<file path="config.mk">
export PLATFORM = sky130hd
export DESIGN_NAME = neuron_mac
export DESIGN_NICKNAME = d
export VERILOG_FILES = /design/src/rtl/neuron_pkg.sv /design/src/rtl/neuron_act.sv /design/src/rtl/neuron_mac.sv
export SDC_FILE = /design/constraint.sdc
export NUM_CORES = 1
export LEC_CHECK = 0
export CORE_UTILIZATION = 30
export CTS_CLUSTER_SIZE = 14
export DETAILED_ROUTE_END_ITERATION = 7
export DONT_BUFFER_PORTS = 1
export PLACE_DENSITY = 0.44
export SYNTH_ARGS = -nofsm -noshare
export SYNTH_HDL_FRONTEND = slang
export SYNTH_SLANG_ARGS = --single-unit
export TNS_END_PERCENT = 50
</file>
<file path="constraint.sdc">
create_clock -name clk -period 13.68 [get_ports clk]
set_input_delay 2.736 -clock clk [delete_from_list [all_inputs] [get_ports clk]]
set_output_delay 2.736 -clock clk [all_outputs]
set_load 0.05 [all_outputs]
</file>
<file path="src/rtl/neuron_pkg.sv">
`default_nettype none
// ============================================================================
// Module   : neuron_pkg
// Purpose  : Shared types for the neuron_mac datapath (activation, FSM state).
// Revision : 1.0 - initial release
// ============================================================================
package neuron_pkg;

   typedef enum logic [1:0] {
      ACT_LIN  = 2'd0,
      ACT_RELU = 2'd1,
      ACT_STEP = 2'd2
   } act_mode_t;

   typedef enum logic [1:0] {
      S_IDLE = 2'd0,
      S_MAC  = 2'd1,
      S_OUT  = 2'd2
   } state_t;

endpackage
`default_nettype wire

</file>
<file path="src/rtl/neuron_act.sv">
`default_nettype none
// ============================================================================
// Module   : neuron_act
// Purpose  : Combinational shift, saturation and activation of an accumulator.
// Revision : 1.0 - initial release
// ============================================================================
module neuron_act
   import neuron_pkg::*;
#(
   parameter int ACC_W = 20,
   parameter int OUT_W = 8,
   parameter int SHIFT = 0
) (
   input  logic signed [ACC_W-1:0] acc,
   input  logic        [1:0]       mode,
   output logic signed [OUT_W-1:0] res
);

   localparam logic signed [ACC_W-1:0] c_max = {{(ACC_W-OUT_W+1){1'b0}}, {(OUT_W-1){1'b1}}};
   localparam logic signed [ACC_W-1:0] c_min = {{(ACC_W-OUT_W+1){1'b1}}, {(OUT_W-1){1'b0}}};

   logic signed [ACC_W-1:0] w_shifted;
   logic signed [OUT_W-1:0] w_sat;
   logic                    w_acc_pos;

   assign w_shifted = acc >>> SHIFT;
   // step looks at the unshifted accumulator, so small positives still fire
   assign w_acc_pos = !acc[ACC_W-1] && (acc != '0);

   always_comb begin
      w_sat = w_shifted[OUT_W-1:0];
      if (w_shifted > c_max)
         w_sat = c_max[OUT_W-1:0];
      else if (w_shifted < c_min)
         w_sat = c_min[OUT_W-1:0];
   end

   always_comb begin
      res = w_sat;
      case (mode)
         ACT_RELU: res = w_sat[OUT_W-1] ? '0 : w_sat;
         ACT_STEP: res = w_acc_pos ? OUT_W'(1) : '0;
         default:  res = w_sat;
      endcase
   end

endmodule
`default_nettype wire

</file>
<file path="src/rtl/neuron_mac.sv">
`default_nettype none
// ============================================================================
// Module   : neuron_mac
// Purpose  : Sequential single neuron: serial MAC over a weight bank + bias,
//            followed by shift/saturate/activation, valid/ready on both sides.
// Revision : 1.0 - initial release
// ============================================================================
module neuron_mac
   import neuron_pkg::*;
#(
   parameter int N_INPUTS = 8,
   parameter int IN_W     = 8,
   parameter int WT_W     = 8,
   parameter int ACC_W    = 20,
   parameter int OUT_W    = 8,
   parameter int SHIFT    = 0
) (
   input  logic                             clk,
   input  logic                             rst_n,
   input  logic                             in_valid,
   output logic                             in_ready,
   input  logic [N_INPUTS*IN_W-1:0]         in_data,
   input  logic [1:0]                       act_mode,
   input  logic                             wt_we,
   input  logic [$clog2(N_INPUTS+1)-1:0]    wt_addr,
   input  logic [WT_W-1:0]                  wt_data,
   output logic                             busy,
   output logic                             out_valid,
   input  logic                             out_ready,
   output logic [OUT_W-1:0]                 out_data
);

   localparam int                c_aw = $clog2(N_INPUTS+1);
   localparam int                c_iw = $clog2(N_INPUTS);
   localparam logic [c_aw-1:0]   c_n  = c_aw'(N_INPUTS);

   state_t                         r_state;
   logic        [N_INPUTS*IN_W-1:0] r_x;
   logic        [1:0]              r_mode;
   logic signed [ACC_W-1:0]        r_acc;
   logic        [c_aw-1:0]         r_idx;
   logic        [OUT_W-1:0]        r_out;
   logic signed [WT_W-1:0]         r_wt [N_INPUTS];
   logic signed [WT_W-1:0]         r_bias;

   logic        [c_iw-1:0]         w_idx;
   logic signed [IN_W-1:0]         w_x;
   logic signed [IN_W+WT_W-1:0]    w_prod;
   logic signed [ACC_W-1:0]        w_prod_ext;
   logic signed [OUT_W-1:0]        w_res;

   assign in_ready  = (r_state == S_IDLE);
   assign busy      = (r_state != S_IDLE);
   assign out_valid = (r_state == S_OUT);
   assign out_data  = r_out;

   // idx reaches N_INPUTS on the finishing cycle; keep the select in range there
   assign w_idx      = (r_idx == c_n) ? '0 : c_iw'(r_idx);
   assign w_x        = r_x[w_idx*IN_W +: IN_W];
   assign w_prod     = w_x * r_wt[w_idx];
   assign w_prod_ext = {{(ACC_W-IN_W-WT_W){w_prod[IN_W+WT_W-1]}}, w_prod};

   neuron_act #(
      .ACC_W (ACC_W),
      .OUT_W (OUT_W),
      .SHIFT (SHIFT)
   ) u_act (
      .acc  (r_acc),
      .mode (r_mode),
      .res  (w_res)
   );

   always_ff @(posedge clk or negedge rst_n) begin
      if (!rst_n) begin
         r_state <= S_IDLE;
         r_x     <= '0;
         r_mode  <= '0;
         r_acc   <= '0;
         r_idx   <= '0;
         r_out   <= '0;
      end else begin
         case (r_state)
            S_IDLE: begin
               if (in_valid) begin
                  r_x     <= in_data;
                  r_mode  <= act_mode;
                  r_acc   <= {{(ACC_W-WT_W){r_bias[WT_W-1]}}, r_bias};
                  r_idx   <= '0;
                  r_state <= S_MAC;
               end
            end
            S_MAC: begin
               if (r_idx == c_n) begin
                  r_out   <= w_res;
                  r_state <= S_OUT;
               end else begin
                  r_acc <= r_acc + w_prod_ext;
                  r_idx <= r_idx + c_aw'(1);
               end
            end
            S_OUT: begin
               if (out_ready)
                  r_state <= S_IDLE;
            end
            default: r_state <= S_IDLE;
         endcase
      end
   end

   always_ff @(posedge clk or negedge rst_n) begin
      if (!rst_n) begin
         for (int i = 0; i < N_INPUTS; i++)
            r_wt[i] <= '0;
         r_bias <= '0;
      end else if (wt_we && (r_state == S_IDLE)) begin
         for (int i = 0; i < N_INPUTS; i++)
            if (wt_addr == c_aw'(i))
               r_wt[i] <= wt_data;
         if (wt_addr == c_n)
            r_bias <= wt_data;
      end
   end

endmodule
`default_nettype wire

</file>
* Yosys cells after proc, flatten, opt, wreduce, memory -nomap -nowiden
Index checks and enable logic that the tools add are counted.
Widths: inputs -> output; s select.
** Storage, ports and cells
- Register bits after elaboration :: 172
- Bits in latches :: 0
- Bits in writable memories :: 0
- ROM bits :: 0
- Input port bits :: 83
- Output and inout port bits :: 11
- Memories kept :: 0
** Operators by class
- $add $sub $neg :: 2
- $mul :: 1
- Divide/modulo/power cells :: 0
- $lt $le $gt $ge :: 3
- Equal/unequal tests :: 17
- Shift-type cells :: 1
- Mux-type cells :: 19
- Bitwise operators :: 1
- Reductions and logical operators :: 21
** Operators by type and width (number)
- $shiftx 64x7->8 :: 1
- $mux 20 :: 2
- $pmux 20 s2 :: 1
- $mux 8 :: 4
- $bmux 8 s3 :: 1
- $reduce_and 2->1 :: 11
- $add 20x16->20 :: 1
- $gt 20x8->1 const B :: 1
- $lt 20x8->1 const B :: 1
- $reduce_bool 20->1 :: 1
- $eq 4x3->1 const B :: 4
- $mul 8x8->16 :: 1
- $pmux 8 s2 :: 1
- $eq 4x2->1 const B :: 2
- $eq 4x4->1 const B :: 2
- $mux 4 :: 2
- $pmux 4 s2 :: 1
- $mux 7 :: 1
- $mux 2 :: 3
- $ne 2x2->1 const B :: 3
- $pmux 2 s3 :: 1
- $reduce_and 3->1 :: 2
- $add 4x1->4 const B :: 1
- $eq 2x1->1 const B :: 2
- other kinds (12) :: 15

* Logic depth before layout (Yosys ltp)
- Depth in word-level cells :: 10
- Gate-level depth with buffers :: 28
- Depth with buffers taken out :: 25

* Modules after synthesis
From an unflattened synthesis, not the netlist that was laid out.
** Unflattened totals
- Cells, all modules :: 1145
- Area, all modules :: 11528.6 µm²
** By module, submodules not included
- neuron_mac :: times used 1, cells each 1107, area each 11320.9 µm²
- neuron_act :: times used 1, cells each 38, area each 207.7 µm²

* Worst setup path before layout
Ideal clock, no wire load.
- Kind :: reg2reg
- Start :: register r_idx[0]
- End :: register r_acc[18]
- Setup time :: 0.078 ns
- Arrival time :: 6.932 ns
- Path slack :: 6.670 ns
- Stages on the path, launching flop included :: 21
- Cell sequence :: dfrtp_1 buf_4 clkinv_1 buf_2 ha_1 a21oi_4 mux2i_1 mux4_2 nor2_1 fa_1 fa_1 fa_1 fa_1 ha_1 ha_1 a21o_1 a21oi_1 nand4bb_1 a31oi_1 mux2_2 a21oi_1
** Between the ends
- Longest elaborated chain between the ends :: 10
** Ends and longest elaborated chain
- start: declaration :: RTL line neuron_mac.sv:41 : logic [c_aw-1:0] r_idx;
- start signal: assignment :: RTL line neuron_mac.sv:98 : r_idx <= r_idx + c_aw'(1);
- parallel branches: the longest is 10 deep, another holds $add 20x16->20
- end signal: assignment :: RTL line neuron_mac.sv:87 : r_acc <= {{(ACC_W-WT_W){r_bias[WT_W-1]}}, r_bias};
- end signal: assignment :: RTL line neuron_mac.sv:97 : r_acc <= r_acc + w_prod_ext;
- end: declaration :: RTL line neuron_mac.sv:40 : logic signed [ACC_W-1:0] r_acc;
Several ways; the timed one is not identified. The select of a mux whose other input is x is not followed.
A chain may end at the register's enable or synchronous reset.

* Worst setup path in the final report
- Start :: register r_idx[0]
- End :: register r_acc[13]
The elaborated chain is that of the path after synthesis.

==> results <==
- The run finished with clean final reports.
- For the worst setup path, the data arrival time is 8.50 ns.
- The layout cell share with drive strength beyond 1 is 0.2169.
- After synthesis, the netlist uses 52 different library cells.
- The total negative slack for setup checks is 0 ns.
- The number of hold violations in the final report came to 0.
- The cell sitting at the root of the clock tree is a sky130_fd_sc_hd__clkbuf_16.
- In this run the worst path has a maximum fanout of 28.
- 94 I/O pins were placed.
- After clock tree synthesis, the flow added hold-fix buffers numbering 0.
- STA puts the critical path data required time at 14.01 ns.
- The number of global-route vias before repair is 7632.
- Dividing the final minimum period by the clock period gives 0.5969.
- The horizontal die dimension is 196.7 um.
- In this run, the number of DRC markers left after iteration 0 of detailed routing was 345.
- Counting every net in the synthesized netlist gives around 1200.
- Gates resized during post-CTS repair numbered 0.
- Max-cap violations in this run came to 0.
- For this run, the leading register cell type out of synthesis is sky130_fd_sc_hd__dfrtp_1.
- The worst pin sits at a relative slew slack of 0.1741.
- The most frequent cell after synthesis is sky130_fd_sc_hd__dfrtp_1.
- The clock tree buffer depth is 2.
- The clock tree skew after final layout is 0.01314 ns.
- The number of CTS-inserted buffers is 17.
- Of the post-synthesis cell area, the dominant cell type holds 0.3784.
- The first-pass iteration count of the detailed router is 4.
- Of the synthesized area, sequential elements account for 0.3784.
- The number of port buffers is 0.
- The number of setup buffers added after CTS is 0.
- The overall via count from detail_route is 6901.
- The critical path is of the register to register type.
- The filler cells instantiated in the layout total 3774.
- The post-layout minimum cycle time is 8.166 ns.
- The clock tree from TritonCTS is done.
- The number of enable-type register cells in the synthesized netlist is 0.
- The global placement routability congestion is 0.7639.
- The synthesized cell area is 0.01138 mm2.
- At the pin with the least slew margin, the transition time is 1.234 ns.
- The via density per instance is 4.717.
- 0 antenna diodes ended up in the layout.
- Summed over all layers, the global routing overflow is 0.
- The number of antenna violations at the first check in global routing is 0.
- The area growth from synthesis to layout is 10.16%.
- The count of pins over their slew limit was 0.
- The flip-flop and latch area is about 0.0043 mm2.
- The multi-input combinational cells in the finished layout cover a total of between 0.006 and 0.007 mm2.
- The H-tree generated during clock tree synthesis spans 4 levels.
- Counting flops with an async set or reset pin after synthesis yields a share of 1.000.
- The maximum cell stage delay along the critical path is 0.97 ns.
- The cell count after synthesis is 952.
- Summed over all nets, the half-perimeter wirelength after detailed placement is 21.08 mm.
- The largest area contributor in the synthesized netlist is sky130_fd_sc_hd__dfrtp_1.
- In the routed design, unresolved DRC markers number 0.
- The initialized floorplan defines 70 standard-cell rows.
- After detailed routing, the average wire length per cell comes to 19.01 um.
- The flip-flop and latch count after synthesis is 172.
- The clock net in this run drives a total of 172 sinks.
- The routed design has 27.81 mm of wire.
- The global-route wire length before repair is approximately 45 mm.
- The area of the die is between 0.03 and 0.04 mm2.
- Ranked by instance count, the synthesized netlist is headed by 172 x sky130_fd_sc_hd__dfrtp_1, 140 x sky130_fd_sc_hd__mux2_2, 104 x sky130_fd_sc_hd__inv_1.
- For this run, the top clock speed supported by timing is 122.5 MHz.
- The path category of the worst min-delay check is register to register.
- STA classifies the critical path endpoint as a register.
- The floorplan step set the die height to 196.7 um.
- The count of nets after finishing is 1167.
- Ranked by total cell area, the synthesized netlist is headed by sky130_fd_sc_hd__dfrtp_1 38%, sky130_fd_sc_hd__fa_1 16%, sky130_fd_sc_hd__mux2_2 14%.
- The clock latency on the worst-skew pair is 0.45 ns.
- The gate family responsible for the most delay along the worst path is adder cells.
- The count of nets left with antenna violations once routing finished came out at 0.
- The register clock-pin slew on the reported worst setup and hold paths is 0.07 ns.
- Yosys printed 0 warnings.
- Dividing the synthesized area by the synthesized cell count gives 11.95 um2.
- Traced cell by cell, the critical path runs through buf_4 > clkinv_1 > ha_1 > nand3b_4 > nand2_4 > mux2i_1 > mux4_2 > nor2_1 > fa_1 > fa_1 > fa_1 > fa_1 > ha_1 > ha_1 > a211o_1 > o21ai_0 > o21ai_0 > xnor2_1 > a21oi_1.
- The number of buffers and inverters on the critical path is 2.
- STA classifies the critical path startpoint as a register.
- The final count of negative-setup-slack endpoints is 0.
- For this configuration, the core starts out at a cell density of 0.3078.
- The core region is 0.03696 mm2.
- Entering global routing, the biggest net connects 173 pins.
- By instance count, the cell type seen most on the critical path is sky130_fd_sc_hd__fa_1.
- On the critical path, the stage with the largest delay is an instance of sky130_fd_sc_hd__nor2_1.
- The overall routing resource usage is 0.1542.
- Setup repair after global routing left no endpoint under its margin.
-- through the flow --
stage	util	cell area, um2	hold WS (ns)	std cells	setup WS, ns
finish	0.3391	12530	0.5009	1463	5.514
global route	0.3391	12530	0.5147	1463	4.862
CTS	0.3391	12530	0.5018	1463	5.424
detailed placement	0.3220	11900	0.4862	1431	5.429
global placement	0.3220	11900	0.4839	1431	5.585
floorplan	-	11380	0.4708	952	6.670
-- state kept, by name, indices dropped and copies added, names as in the netlist --
name / flops
out_data: 8
r_acc: 20
r_bias: 8
r_idx: 4
r_mode: 2
r_state: 2
r_wt: 64
r_x: 64
-- layout by cell type, fill, tap and decap left out, drive strengths merged, types with 5 or more instances in the layout --
| cell | instances |
|---|---|
| a21oi | 36 |
| o21ai | 33 |
| nand4 | 7 |
| mux2i | 44 |
| nand2b | 11 |
| nand2 | 44 |
| mux2 | 140 |
| mux4 | 15 |
| nand3 | 6 |
| or2 | 19 |
| a21o | 5 |
| a311oi | 7 |
| dfrtp | 172 |
| nor2b | 10 |
| clkbuf | 17 |
| buf | 7 |
| inv | 113 |
| nor2 | 59 |
| a221oi | 7 |
| xor2 | 6 |
| fa | 89 |
| ha | 49 |
| xnor2 | 17 |
-- area by class of cell --
| class | count | area share |
|---|---|---|
| clock buffers | 17 | 0.03395 |
| clock inverters | 15 | 0.01637 |
| inverters | 106 | 0.03195 |
| multi-input cells | 642 | 0.5198 |
| flip-flops and latches | 172 | 0.3435 |
| well taps | 504 | 0.05032 |
| repair buffers | 7 | 0.004193 |
-- metal layers --
metal | up-vias | track usage | routed length [um]
li1 | 3226 | - | -
met1 | 3582 | 0.2028 | 12870
met2 | 71 | 0.2614 | 13870
met3 | 22 | 0.02361 | 643
met4 | 0 | 0.04594 | 417
met5 | - | 0 | 0
-- worst paths after layout --
path | startpoint | to | slack, ns | cells past startpoint
worst min-delay path | r_wt[0]$_DFFE_PN0P_ | r_wt[0]$_DFFE_PN0P_ | 0.50 | 1
worst max-delay path | r_idx[0]$_DFFE_PN0P_ | r_acc[13]$_DFFE_PN0P_ | 5.51 | 19
min in group asynchronous | rst_n | r_x[16]$_DFFE_PN0P_ | 1.98 | 0
worst min register to register | r_wt[0]$_DFFE_PN0P_ | r_wt[0]$_DFFE_PN0P_ | 0.50 | 1
max in group asynchronous | rst_n | r_acc[18]$_DFFE_PN0P_ | 11.44 | 0
worst max register to register | r_idx[0]$_DFFE_PN0P_ | r_acc[13]$_DFFE_PN0P_ | 5.51 | 19
-- logic make-up after synthesis --
| family | Yosys count | share of synthesized area |
|---|---|---|
| AOI/OAI and AO/OA | 106 | 0.05796 |
| and+or+nand+nor | 176 | 0.07886 |
| muxes | 199 | 0.2073 |
| buffers and inverters | 138 | 0.04927 |
| DFF | 172 | 0.3784 |
| xor gates and xnor gates | 23 | 0.01771 |
| adders and majority gates | 138 | 0.2105 |
Power is left out: the tool's default activity adds up to more than one toggle a clock period on the data nets, which glitch-free logic cannot reach.
